===== config.mk =====
export PLATFORM = sky130hd
export DESIGN_NAME = pipeline_hazard_ctrl
export DESIGN_NICKNAME = d
export VERILOG_FILES = /design/src/rtl/pipeline_hazard_ctrl_pkg.sv /design/src/rtl/pipeline_hazard_ctrl_forward_sel.sv /design/src/rtl/pipeline_hazard_ctrl.sv
export SDC_FILE = /design/constraint.sdc
export NUM_CORES = 1
export LEC_CHECK = 0
export CORE_ASPECT_RATIO = 0.7
export CORE_MARGIN = 2
export CORE_UTILIZATION = 43
export DETAILED_ROUTE_END_ITERATION = 16
export PLACE_DENSITY_LB_ADDON = 0.25
export SLEW_MARGIN = 20
export SYNTH_ARGS = -nofsm -noshare
export SYNTH_HDL_FRONTEND = slang
export SYNTH_SLANG_ARGS = --single-unit
export TNS_END_PERCENT = 20

===== constraint.sdc =====
create_clock -name clk -period 6.9 [get_ports clk]
set_input_delay 0.69 -clock clk [delete_from_list [all_inputs] [get_ports clk]]
set_output_delay 0.69 -clock clk [all_outputs]
set_load 0.02 [all_outputs]

===== src/rtl/pipeline_hazard_ctrl_pkg.sv =====
// Shared core definitions for the hazard controller: result_src encodings,
// forwarding selects, hazard FSM states and the register-match helper.
package pipeline_hazard_ctrl_pkg;

  typedef enum logic [1:0] {
    ALU_RESULT = 2'b00,
    MEM_TO_REG = 2'b01,
    PC_PLUS    = 2'b10,
    LUI_AUIPC  = 2'b11
  } result_src_e;

  typedef enum logic [1:0] {
    FWD_RF  = 2'b00,
    FWD_WB  = 2'b01,
    FWD_MEM = 2'b10
  } fwd_sel_e;

  typedef enum logic [1:0] {
    RUN      = 2'b00,
    REDIRECT = 2'b01,
    MEM_WAIT = 2'b10
  } hz_state_e;

  // x0 is hardwired to zero, so it never matches as a producer
  function automatic logic reg_hit(input logic       we,
                                   input logic [4:0] rd,
                                   input logic [4:0] rs);
    return we && (rd != 5'd0) && (rd == rs);
  endfunction

endpackage


===== src/rtl/pipeline_hazard_ctrl_forward_sel.sv =====
// Execute-operand forwarding select for one source register; memory stage
// result wins over writeback.
module forward_sel
  import pipeline_hazard_ctrl_pkg::*;
(
  input  logic [4:0] rs,
  input  logic [4:0] mem_rd,
  input  logic       mem_regwrite,
  input  logic [4:0] wb_rd,
  input  logic       wb_regwrite,
  output logic [1:0] sel
);

  always_comb begin
    sel = FWD_RF;
    if (reg_hit(mem_regwrite, mem_rd, rs)) begin
      sel = FWD_MEM;
    end else if (reg_hit(wb_regwrite, wb_rd, rs)) begin
      sel = FWD_WB;
    end
  end

endmodule


===== src/rtl/pipeline_hazard_ctrl.sv =====
// Hazard/sequencing controller for the 5-stage core (stall, flush, freeze,
// forwarding). Optional perf counters enabled by `define HAZARD_PERF_CNT_EN.
module pipeline_hazard_ctrl
  import pipeline_hazard_ctrl_pkg::*;
#(
  parameter int unsigned FLUSH_CYCLES = 1,
  parameter int unsigned MEM_TIMEOUT  = 255
) (
  input  logic        clk,
  input  logic        rst,
  input  logic [4:0]  id_rs1,
  input  logic [4:0]  id_rs2,
  input  logic [4:0]  ex_rs1,
  input  logic [4:0]  ex_rs2,
  input  logic [4:0]  ex_rd,
  input  logic        ex_regwrite,
  input  logic        ex_is_load,
  input  logic        ex_redirect,
  input  logic [4:0]  mem_rd,
  input  logic        mem_regwrite,
  input  logic [4:0]  wb_rd,
  input  logic        wb_regwrite,
  input  logic        dmem_req,
  input  logic        dmem_ready,
  output logic        stall_fetch,
  output logic        flush_fetch,
  output logic        flush_decode,
  output logic        freeze,
  output logic [1:0]  fwd_a,
  output logic [1:0]  fwd_b,
  output logic        mem_timeout
`ifdef HAZARD_PERF_CNT_EN
  ,
  output logic [31:0] perf_stall_cycles,
  output logic [31:0] perf_flush_events,
  output logic [31:0] perf_wait_cycles
`endif
);

  localparam int unsigned WAIT_MAX = (MEM_TIMEOUT == 0) ? 1 : MEM_TIMEOUT;
  localparam int unsigned WAIT_W   = $clog2(WAIT_MAX + 2);
  localparam int unsigned FLUSH_W  = 3;

  hz_state_e           state_q, state_d;
  logic [FLUSH_W-1:0]  flush_cnt_q, flush_cnt_d;
  logic [WAIT_W-1:0]   wait_cnt_q, wait_cnt_d;
  logic [WAIT_W-1:0]   wait_now;
  logic                load_use;
  logic [1:0]          fwd_a_raw, fwd_b_raw;

  forward_sel u_fwd_a (
    .rs           (ex_rs1),
    .mem_rd       (mem_rd),
    .mem_regwrite (mem_regwrite),
    .wb_rd        (wb_rd),
    .wb_regwrite  (wb_regwrite),
    .sel          (fwd_a_raw)
  );

  forward_sel u_fwd_b (
    .rs           (ex_rs2),
    .mem_rd       (mem_rd),
    .mem_regwrite (mem_regwrite),
    .wb_rd        (wb_rd),
    .wb_regwrite  (wb_regwrite),
    .sel          (fwd_b_raw)
  );

  assign fwd_a = rst ? 2'b00 : fwd_a_raw;
  assign fwd_b = rst ? 2'b00 : fwd_b_raw;

  always_comb begin
    state_d      = state_q;
    flush_cnt_d  = flush_cnt_q;
    wait_cnt_d   = wait_cnt_q;
    stall_fetch  = 1'b0;
    flush_fetch  = 1'b0;
    flush_decode = 1'b0;
    freeze       = 1'b0;
    mem_timeout  = 1'b0;
    wait_now     = wait_cnt_q + WAIT_W'(1);
    load_use     = ex_is_load && reg_hit(ex_regwrite, ex_rd, id_rs1) ||
                   ex_is_load && reg_hit(ex_regwrite, ex_rd, id_rs2);

    unique case (state_q)
      RUN: begin
        // The RUN cycle that sees the miss is already wait cycle 1
        if (dmem_req && !dmem_ready) begin
          freeze      = 1'b1;
          mem_timeout = (MEM_TIMEOUT == 1);
          wait_cnt_d  = WAIT_W'(1);
          state_d     = MEM_WAIT;
        end else if (ex_redirect) begin
          flush_fetch  = 1'b1;
          flush_decode = 1'b1;
          if (FLUSH_CYCLES > 1) begin
            flush_cnt_d = FLUSH_W'(1);
            state_d     = REDIRECT;
          end
        end else if (load_use) begin
          stall_fetch  = 1'b1;
          flush_decode = 1'b1;
        end
      end
      REDIRECT: begin
        flush_fetch = 1'b1;
        if (ex_redirect) begin
          flush_cnt_d = FLUSH_W'(1);
        end else if (flush_cnt_q == FLUSH_W'(FLUSH_CYCLES - 1)) begin
          flush_cnt_d = '0;
          state_d     = RUN;
        end else begin
          flush_cnt_d = flush_cnt_q + FLUSH_W'(1);
        end
      end
      MEM_WAIT: begin
        if (dmem_ready) begin
          wait_cnt_d = '0;
          state_d    = RUN;
        end else begin
          freeze      = 1'b1;
          stall_fetch = 1'b1;
          mem_timeout = (MEM_TIMEOUT != 0) && (wait_now == WAIT_W'(MEM_TIMEOUT));
          if (wait_cnt_q != WAIT_W'(WAIT_MAX)) begin
            wait_cnt_d = wait_now;
          end
        end
      end
      default: state_d = RUN;
    endcase

    if (rst) begin
      stall_fetch  = 1'b0;
      flush_fetch  = 1'b1;
      flush_decode = 1'b1;
      freeze       = 1'b0;
      mem_timeout  = 1'b0;
    end
  end

  always_ff @(posedge clk) begin
    if (rst) begin
      state_q     <= RUN;
      flush_cnt_q <= '0;
      wait_cnt_q  <= '0;
    end else begin
      state_q     <= state_d;
      flush_cnt_q <= flush_cnt_d;
      wait_cnt_q  <= wait_cnt_d;
    end
  end

`ifdef HAZARD_PERF_CNT_EN
  logic [31:0] perf_stall_q, perf_stall_d;
  logic [31:0] perf_flush_q, perf_flush_d;
  logic [31:0] perf_wait_q,  perf_wait_d;
  logic        load_use_cycle, redirect_event;

  // A redirect is counted when accepted in RUN or when it restarts REDIRECT
  always_comb begin
    load_use_cycle = stall_fetch && flush_decode;
    redirect_event = (state_q == RUN) && flush_fetch && flush_decode && !rst ||
                     (state_q == REDIRECT) && ex_redirect;
    perf_stall_d   = perf_stall_q + {31'd0, load_use_cycle};
    perf_flush_d   = perf_flush_q + {31'd0, redirect_event};
    perf_wait_d    = perf_wait_q  + {31'd0, state_q == MEM_WAIT};
  end

  always_ff @(posedge clk) begin
    if (rst) begin
      perf_stall_q <= '0;
      perf_flush_q <= '0;
      perf_wait_q  <= '0;
    end else begin
      perf_stall_q <= perf_stall_d;
      perf_flush_q <= perf_flush_d;
      perf_wait_q  <= perf_wait_d;
    end
  end

  assign perf_stall_cycles = perf_stall_q;
  assign perf_flush_events = perf_flush_q;
  assign perf_wait_cycles  = perf_wait_q;
`endif

endmodule


==> results of run 1 <==
-- sequential cells by signal, indices dropped and copies added (netlist names) --
name / count
state_q: 1
wait_cnt_q: 9
-- cell type report --
class / instances / area, µm²
multi-input cells: 120 / 826
fillers: 190 / 604
repair buffers: 52 / 520
flip-flops and latches: 10 / 200
well taps: 32 / 40.0
clock buffers: 3 / 22.5
inverters: 3 / 11.3
-- path summary, 6_finish.rpt --
kind	startpoint	to	slack, ns	depth (start not counted)
min	wait_cnt_q[7]	wait_cnt_q[7]	0.51	2
min reg2reg	wait_cnt_q[7]	wait_cnt_q[7]	0.51	2
max reg2reg	wait_cnt_q[0]	wait_cnt_q[4]	4.09	8
max	rst	fwd_b[0]	3.05	6
-- tightest hold or removal path, cell delays in order, from the launching register on --
cell and delay [ns]:
dfxtp_1 0.34, nand2_1 0.06, a21oi_1 0.06
-- routing by layer --
layer	GRT usage	vias to the layer above	wire (µm)
li1	-	593	-
met2	0.419	71	1550
met3	0.0842	15	309
met4	0.0844	0	66
met5	0	-	0
met1	0.300	564	1480
-- logic make-up (layout without fill, tap and decap cells) --
family,after synthesis,after routing,synth area share
and+or+nand+nor,58,58,0.319
xor gates and xnor gates,33,33,0.274
AOI/OAI and AO/OA,25,25,0.145
DFF,10,10,0.190
buffers and inverters,7,58,0.0261
adders and majority gates,3,3,0.0356
muxes,1,1,0.00950
-- placed cells by master (no fill, tap or decap), types with 4 or more instances in the layout --
| cell | instances |
|---|---|
| clkdlybuf4s50_1 | 52 |
| xor2_1 | 20 |
| nor2_1 | 16 |
| xnor2_1 | 13 |
| a21oi_1 | 10 |
| dfxtp_1 | 10 |
| nor3_1 | 6 |
| or4_1 | 5 |
| o21ai_0 | 5 |
| nand2_1 | 4 |
| nor2b_1 | 4 |
| and3_1 | 4 |
-- through the flow --
stage | std cells | hold WS, ns | instance area (µm²) | total power [mW] | setup slack, ns
after floorplan | 137 | 0.454 | 1050 | 0.0876 | 3.78
after global placement | 217 | 0.467 | 1600 | 0.124 | 3.13
after detailed placement | 217 | 0.484 | 1600 | 0.127 | 3.10
after CTS | 220 | 0.500 | 1620 | 0.169 | 3.08
after global routing | 220 | 0.553 | 1620 | 0.177 | 2.90
final | 220 | 0.510 | 1620 | 0.168 | 3.05
-- report_power, final --
part | internal (mW) | total (mW) | switching (mW)
Clock | 0.0202 | 0.0420 | 0.0218
Sequential | 0.0585 | 0.0598 | 0.00129
Combinational | 0.0378 | 0.0666 | 0.0287
==> run_results.csv, run 1 <==
group,metric,value,unit
status,outcome,"complete, no violations",
logic_synthesis,synth.most_common_cell,"xor2_1",
timing,finalHoldViolations,0,
timing,rsz0062_at_grt,"false",
grt,track_usage,0.247,
logic_synthesis,yosysUniqueCellTypes,36,
worst_setup_path,cp_cell_sequence,"clkdlybuf4s50_1 > nor2b_1 > o21ai_1 > or4_1 > nor4_2 > clkdlybuf4s50_1",
timing,setup-violations-final,0,
worst_setup_path,crit_path_top_delay_cell,"clkdlybuf4s50_1",
placement,portBuffers,52,
drt,ant_nets,0,
logic_synthesis,ys_warn_count,0,
placement,finalWeightedCongestion,0.825,
floorplan,core_area,2220,µm²
min_path,hold_class,"register to register",
cells_and_area,nets,237,
logic_synthesis,syn_nets,184,
cells_and_area,num_antenna_cells,0,
timing,max_freq,260,MHz
clock_tree,cts_root_buffer,"clkbuf_4",
timing,period_share,0.558,
logic_synthesis,synth_top_area_frac,0.190,
timing,worst_slew_pin_slew,0.657,ns
floorplan,die_y,45.4,µm
drt,drc,0,
logic_synthesis,syn_inst,137,
clock_tree,cts_setup_buffers,0,
power_and_ir_drop,leakage,0.580,nW
clock_tree,cts.sinks,10,
logic_synthesis,synth_flop_cell,"dfxtp_1",
worst_setup_path,slowest_delay,0.75,ns
floorplan,dieArea,2870,µm²
clock_tree,worstSkewPairLatency,0.27,ns
worst_setup_path,critPathRequiredTime,6.21,ns
worst_setup_path,crit_fanout,18,
floorplan,initial_utilization,0.474,
worst_setup_path,start_kind,"primary input",
clock_tree,cts_tree,"built",
grt,antenna_found_initial,0,
timing,min_period,3.85,ns
timing,clock_skew,0.000857,ns
grt,grt_pass1_vias,1208,
cells_and_area,area_delta_synth_final,53.8,%
logic_synthesis,syn_avg_cell_area,7.69,µm²
cells_and_area,drive_gt1_frac,0.0372,
timing,drv_slew,0,
grt,grt_pass1_wl,5.45,mm
grt,grt_max_degree,19,
worst_setup_path,crit_buf_inv,2,
clock_tree,clkSlewWorstSetupHoldPaths,0.07,ns
logic_synthesis,ys_seq_area_frac,0.190,
floorplan,fp.dieW,63.2,µm
floorplan,ios,53,
logic_synthesis,synth_area_leader_cell,"dfxtp_1",
worst_setup_path,endpoint_kind,"output pin",
drt,vias,1243,
floorplan,rows,14,
timing,tns,0,ns
drt,wl_per_cell,15.5,µm
drt,firstDrtPassIters,4,
drt,drt_iter0_markers,73,
timing,slew_headroom,0.561,
worst_setup_path,path_class,"primary input to output pin",
drt,via_per_inst,5.65,
clock_tree,cts_hold_buf,0,
worst_setup_path,worstPathArrival,3.16,ns
logic_synthesis,synthTopCellsByCount,"20 x xor2_1, 16 x nor2_1, 13 x xnor2_1, 10 x a21oi_1, 10 x dfxtp_1",
clock_tree,cts_max_path_buffers,2,
logic_synthesis,synth_edf_count,0,
logic_synthesis,async_flop_share,0,
clock_tree,h-tree-depth,1,
power_and_ir_drop,power_density,104,nW/µm²
placement,hpwl,2.79,mm
logic_synthesis,synth_area,1050,µm²
power_and_ir_drop,ir_worst_vdd,91.9,µV
flow_run,cap_viol_max_count,0,
logic_synthesis,synth-seq-cells,10,
clock_tree,cts_buffers,3,
clock_tree,cts-resized-gates,0,
worst_setup_path,critPathMostFrequentCell,"clkdlybuf4s50_1",
logic_synthesis,synth_area_leaders,"dfxtp_1 19%, xor2_1 17%, xnor2_1 11%, nor2_1 5.7%, a21oi_1 4.8%",
drt,routed_wl,3.40,mm
worst_setup_path,critPathTopFamily,"buffers and inverters",
grt,grt_overflow,0,
cells_and_area,finish.utilization,0.728,
Note: power is estimated with default switching activity, not from simulation.
==> run 2: changes to the inputs <==
--- a/config.mk
+++ b/config.mk
@@ -7,7 +7,7 @@
 export LEC_CHECK = 0
 export CORE_ASPECT_RATIO = 0.7
 export CORE_MARGIN = 2
-export CORE_UTILIZATION = 43
+export CORE_UTILIZATION = 40
 export DETAILED_ROUTE_END_ITERATION = 16
 export PLACE_DENSITY_LB_ADDON = 0.25
 export SLEW_MARGIN = 20
==> constraint.sdc (replaced) <==
create_clock -name clk -period 3.65 [get_ports clk]
set_input_delay 0.365 -clock clk [delete_from_list [all_inputs] [get_ports clk]]
set_output_delay 0.365 -clock clk [all_outputs]
set_load 0.02 [all_outputs]
==> run 2 against run 1 <==
  * Count of clock-buffer cells in the layout is the same
  * Total power rose by 110%
  * Combinational power up 88%
  * Largest cell class unchanged
==> run_results.csv, run 2 (same netlist as run 1, synthesis figures left out) <==
group,metric,value,unit
status,outcome,"complete, no violations",
floorplan,initial_utilization,0.425,
power_and_ir_drop,p_seq_frac,0.321,
clock_tree,clkSlewWorstSetupHoldPaths,0.05,ns
timing,finalHoldViolations,0,
power_and_ir_drop,power_frac_clock,0.326,
drt,routed_wl,3.18,mm
worst_setup_path,start_kind,"register",
floorplan,ios,53,
timing,slew_headroom,0.618,
worst_setup_path,endpoint_kind,"output pin",
worst_setup_path,rr_endpoint,"wait_cnt_q[4]",
clock_tree,cts_max_path_buffers,2,
cells_and_area,final_common_cell,"clkdlybuf4s50_1",
timing,rsz0062_at_grt,"false",
cells_and_area,finish.utilization,0.666,
min_path,hold_depth,2,
worst_setup_path,r2r_slack,0.97,ns
clock_tree,cts_buffers,3,
drt,ant_nets,0,
grt,grt_pass1_vias,1070,
floorplan,core_area,2480,µm²
min_path,hold_class,"register to register",
timing,drv_slew,0,
cells_and_area,area_delta_synth_final,56.5,%
min_path,hold_end,"wait_cnt_q[8]",
min_path,worstHoldStart,"wait_cnt_q[8]",
floorplan,dieArea,3070,µm²
grt,grt_max_degree,18,
drt,firstDrtPassIters,4,
flow_run,cap_viol_max_count,0,
power_and_ir_drop,leakage,0.593,nW
cells_and_area,largest_reg_flops,9,
drt,via_per_inst,5.41,
cells_and_area,final_cell_mix,"52 x clkdlybuf4s50_1, 20 x xor2_1, 16 x nor2_1, 13 x xnor2_1",
clock_tree,cts.sinks,10,
placement,finalWeightedCongestion,0.857,
timing,setup-violations-final,0,
cells_and_area,regMostFlops,"wait_cnt_q",
grt,antenna_found_initial,0,
clock_tree,cts_tree,"built",
drt,drc,0,
timing,min_period,3.35,ns
power_and_ir_drop,power.switching,98.0,µW
clock_tree,cts_hold_buf,0,
clock_tree,cts-resized-gates,0,
worst_setup_path,critPathRequiredTime,3.28,ns
power_and_ir_drop,pwr-share-comb,0.353,
timing,worst_slew_pin_slew,0.573,ns
timing,tns,0,ns
drt,wl_per_cell,14.2,µm
floorplan,die_y,46.9,µm
cells_and_area,num_antenna_cells,0,
power_and_ir_drop,power_density,214,nW/µm²
cells_and_area,top_regs,"wait_cnt_q (9), state_q (1)",
cells_and_area,nets,238,
placement,portBuffers,52,
timing,period_share,0.917,
worst_setup_path,path_class,"register to output pin",
drt,drt_iter0_markers,33,
power_and_ir_drop,sw_frac_of_total,0.277,
power_and_ir_drop,ir_worst_vdd,191,µV
timing,max_freq,299,MHz
timing,clock_skew,0.00223,ns
clock_tree,cts_root_buffer,"clkbuf_8",
drt,vias,1206,
cells_and_area,drive_gt1_frac,0.0423,
floorplan,rows,15,
floorplan,fp.dieW,65.3,µm
placement,hpwl,2.59,mm
power_and_ir_drop,p_int,255,µW
grt,grt_pass1_wl,4.75,mm
worst_setup_path,rr_worst_depth,8,
worst_setup_path,rr_startpoint,"wait_cnt_q[0]",
grt,track_usage,0.204,
worst_setup_path,worstPathArrival,2.98,ns
grt,grt_overflow,0,
worst_setup_path,crit_fanout,6,
clock_tree,h-tree-depth,1,
clock_tree,worstSkewPairLatency,0.24,ns
clock_tree,cts_setup_buffers,0,
==> run 2: critical path, stage by stage (launching register included) <==
cell and delay, ns:
dfxtp_1 0.35, ha_1 0.26, and3_1 0.23, and3_1 0.22
and3_1 0.19, ha_1 0.28, and4b_1 0.18, nand4_1 0.09
nor4_1 0.28, clkdlybuf4s50_1 0.65
==> run 2: stage by stage <==
stage / instances / instance area (µm²) / worst slack (ns) / hold WS, ns / total power, mW
6_report: 223 / 1650 / 0.303 / 0.489 / 0.353
5_1_grt: 223 / 1650 / 0.128 / 0.536 / 0.370
4_1_cts: 223 / 1650 / 0.291 / 0.490 / 0.354
3_5_place_dp: 220 / 1610 / 0.551 / 0.480 / 0.239
3_3_place_gp: 220 / 1610 / 0.624 / 0.470 / 0.236
2_1_floorplan: 137 / 1050 / 0.856 / 0.444 / 0.166
==> run 2: how the worst max path moves through the flow <==
stage                       start     endpoint  slack (ns)  cells after the start
CTS                 wait_cnt_q[0]  mem_timeout        0.29                      9
global placement    wait_cnt_q[0]  mem_timeout        0.62                      9
floorplan           wait_cnt_q[0]  mem_timeout        0.86                      8
global route        wait_cnt_q[0]  mem_timeout        0.13                      9
finish              wait_cnt_q[0]  mem_timeout        0.30                      9
detailed placement  wait_cnt_q[0]  mem_timeout        0.55                      9
==> run 2: layout make-up <==
| cell class | count | area [µm²] |
|---|---|---|
| fill | 209 | 828 |
| multi-input combinational | 120 | 826 |
| timing repair buffer | 53 | 528 |
| sequential | 10 | 200 |
| tap | 34 | 42.5 |
| clock buffer | 3 | 41.3 |
| inverter | 3 | 11.3 |
==> run 2: routing by layer <==
| metal | GRT usage | vias to the layer above | wire length, µm |
|---|---|---|---|
| li1 | - | 598 | - |
| met1 | 0.266 | 555 | 1460 |
| met2 | 0.347 | 51 | 1450 |
| met3 | 0.0647 | 2 | 246 |
| met4 | 0.0292 | 0 | 15 |
| met5 | 0 | - | 0 |
==> run 2: power by group through the flow <==
stage | clock [mW] | sequential [mW] | combinational, mW
final | 0.115 | 0.113 | 0.125
after global routing | 0.122 | 0.114 | 0.134
after CTS | 0.116 | 0.113 | 0.125
after detailed placement | 0 | 0.115 | 0.124
after global placement | 0 | 0.115 | 0.121
after floorplan | 0 | 0.115 | 0.0507
==> run 3: changes to the inputs <==
--- a/config.mk
+++ b/config.mk
@@ -10,6 +10,7 @@
 export CORE_UTILIZATION = 40
 export DETAILED_ROUTE_END_ITERATION = 16
 export PLACE_DENSITY_LB_ADDON = 0.25
+export SKIP_LAST_GASP = 1
 export SLEW_MARGIN = 20
 export SYNTH_ARGS = -nofsm -noshare
 export SYNTH_HDL_FRONTEND = slang
==> results of run 3 <==
No change in the layout: final DEF, timing and power equal those of run 2.
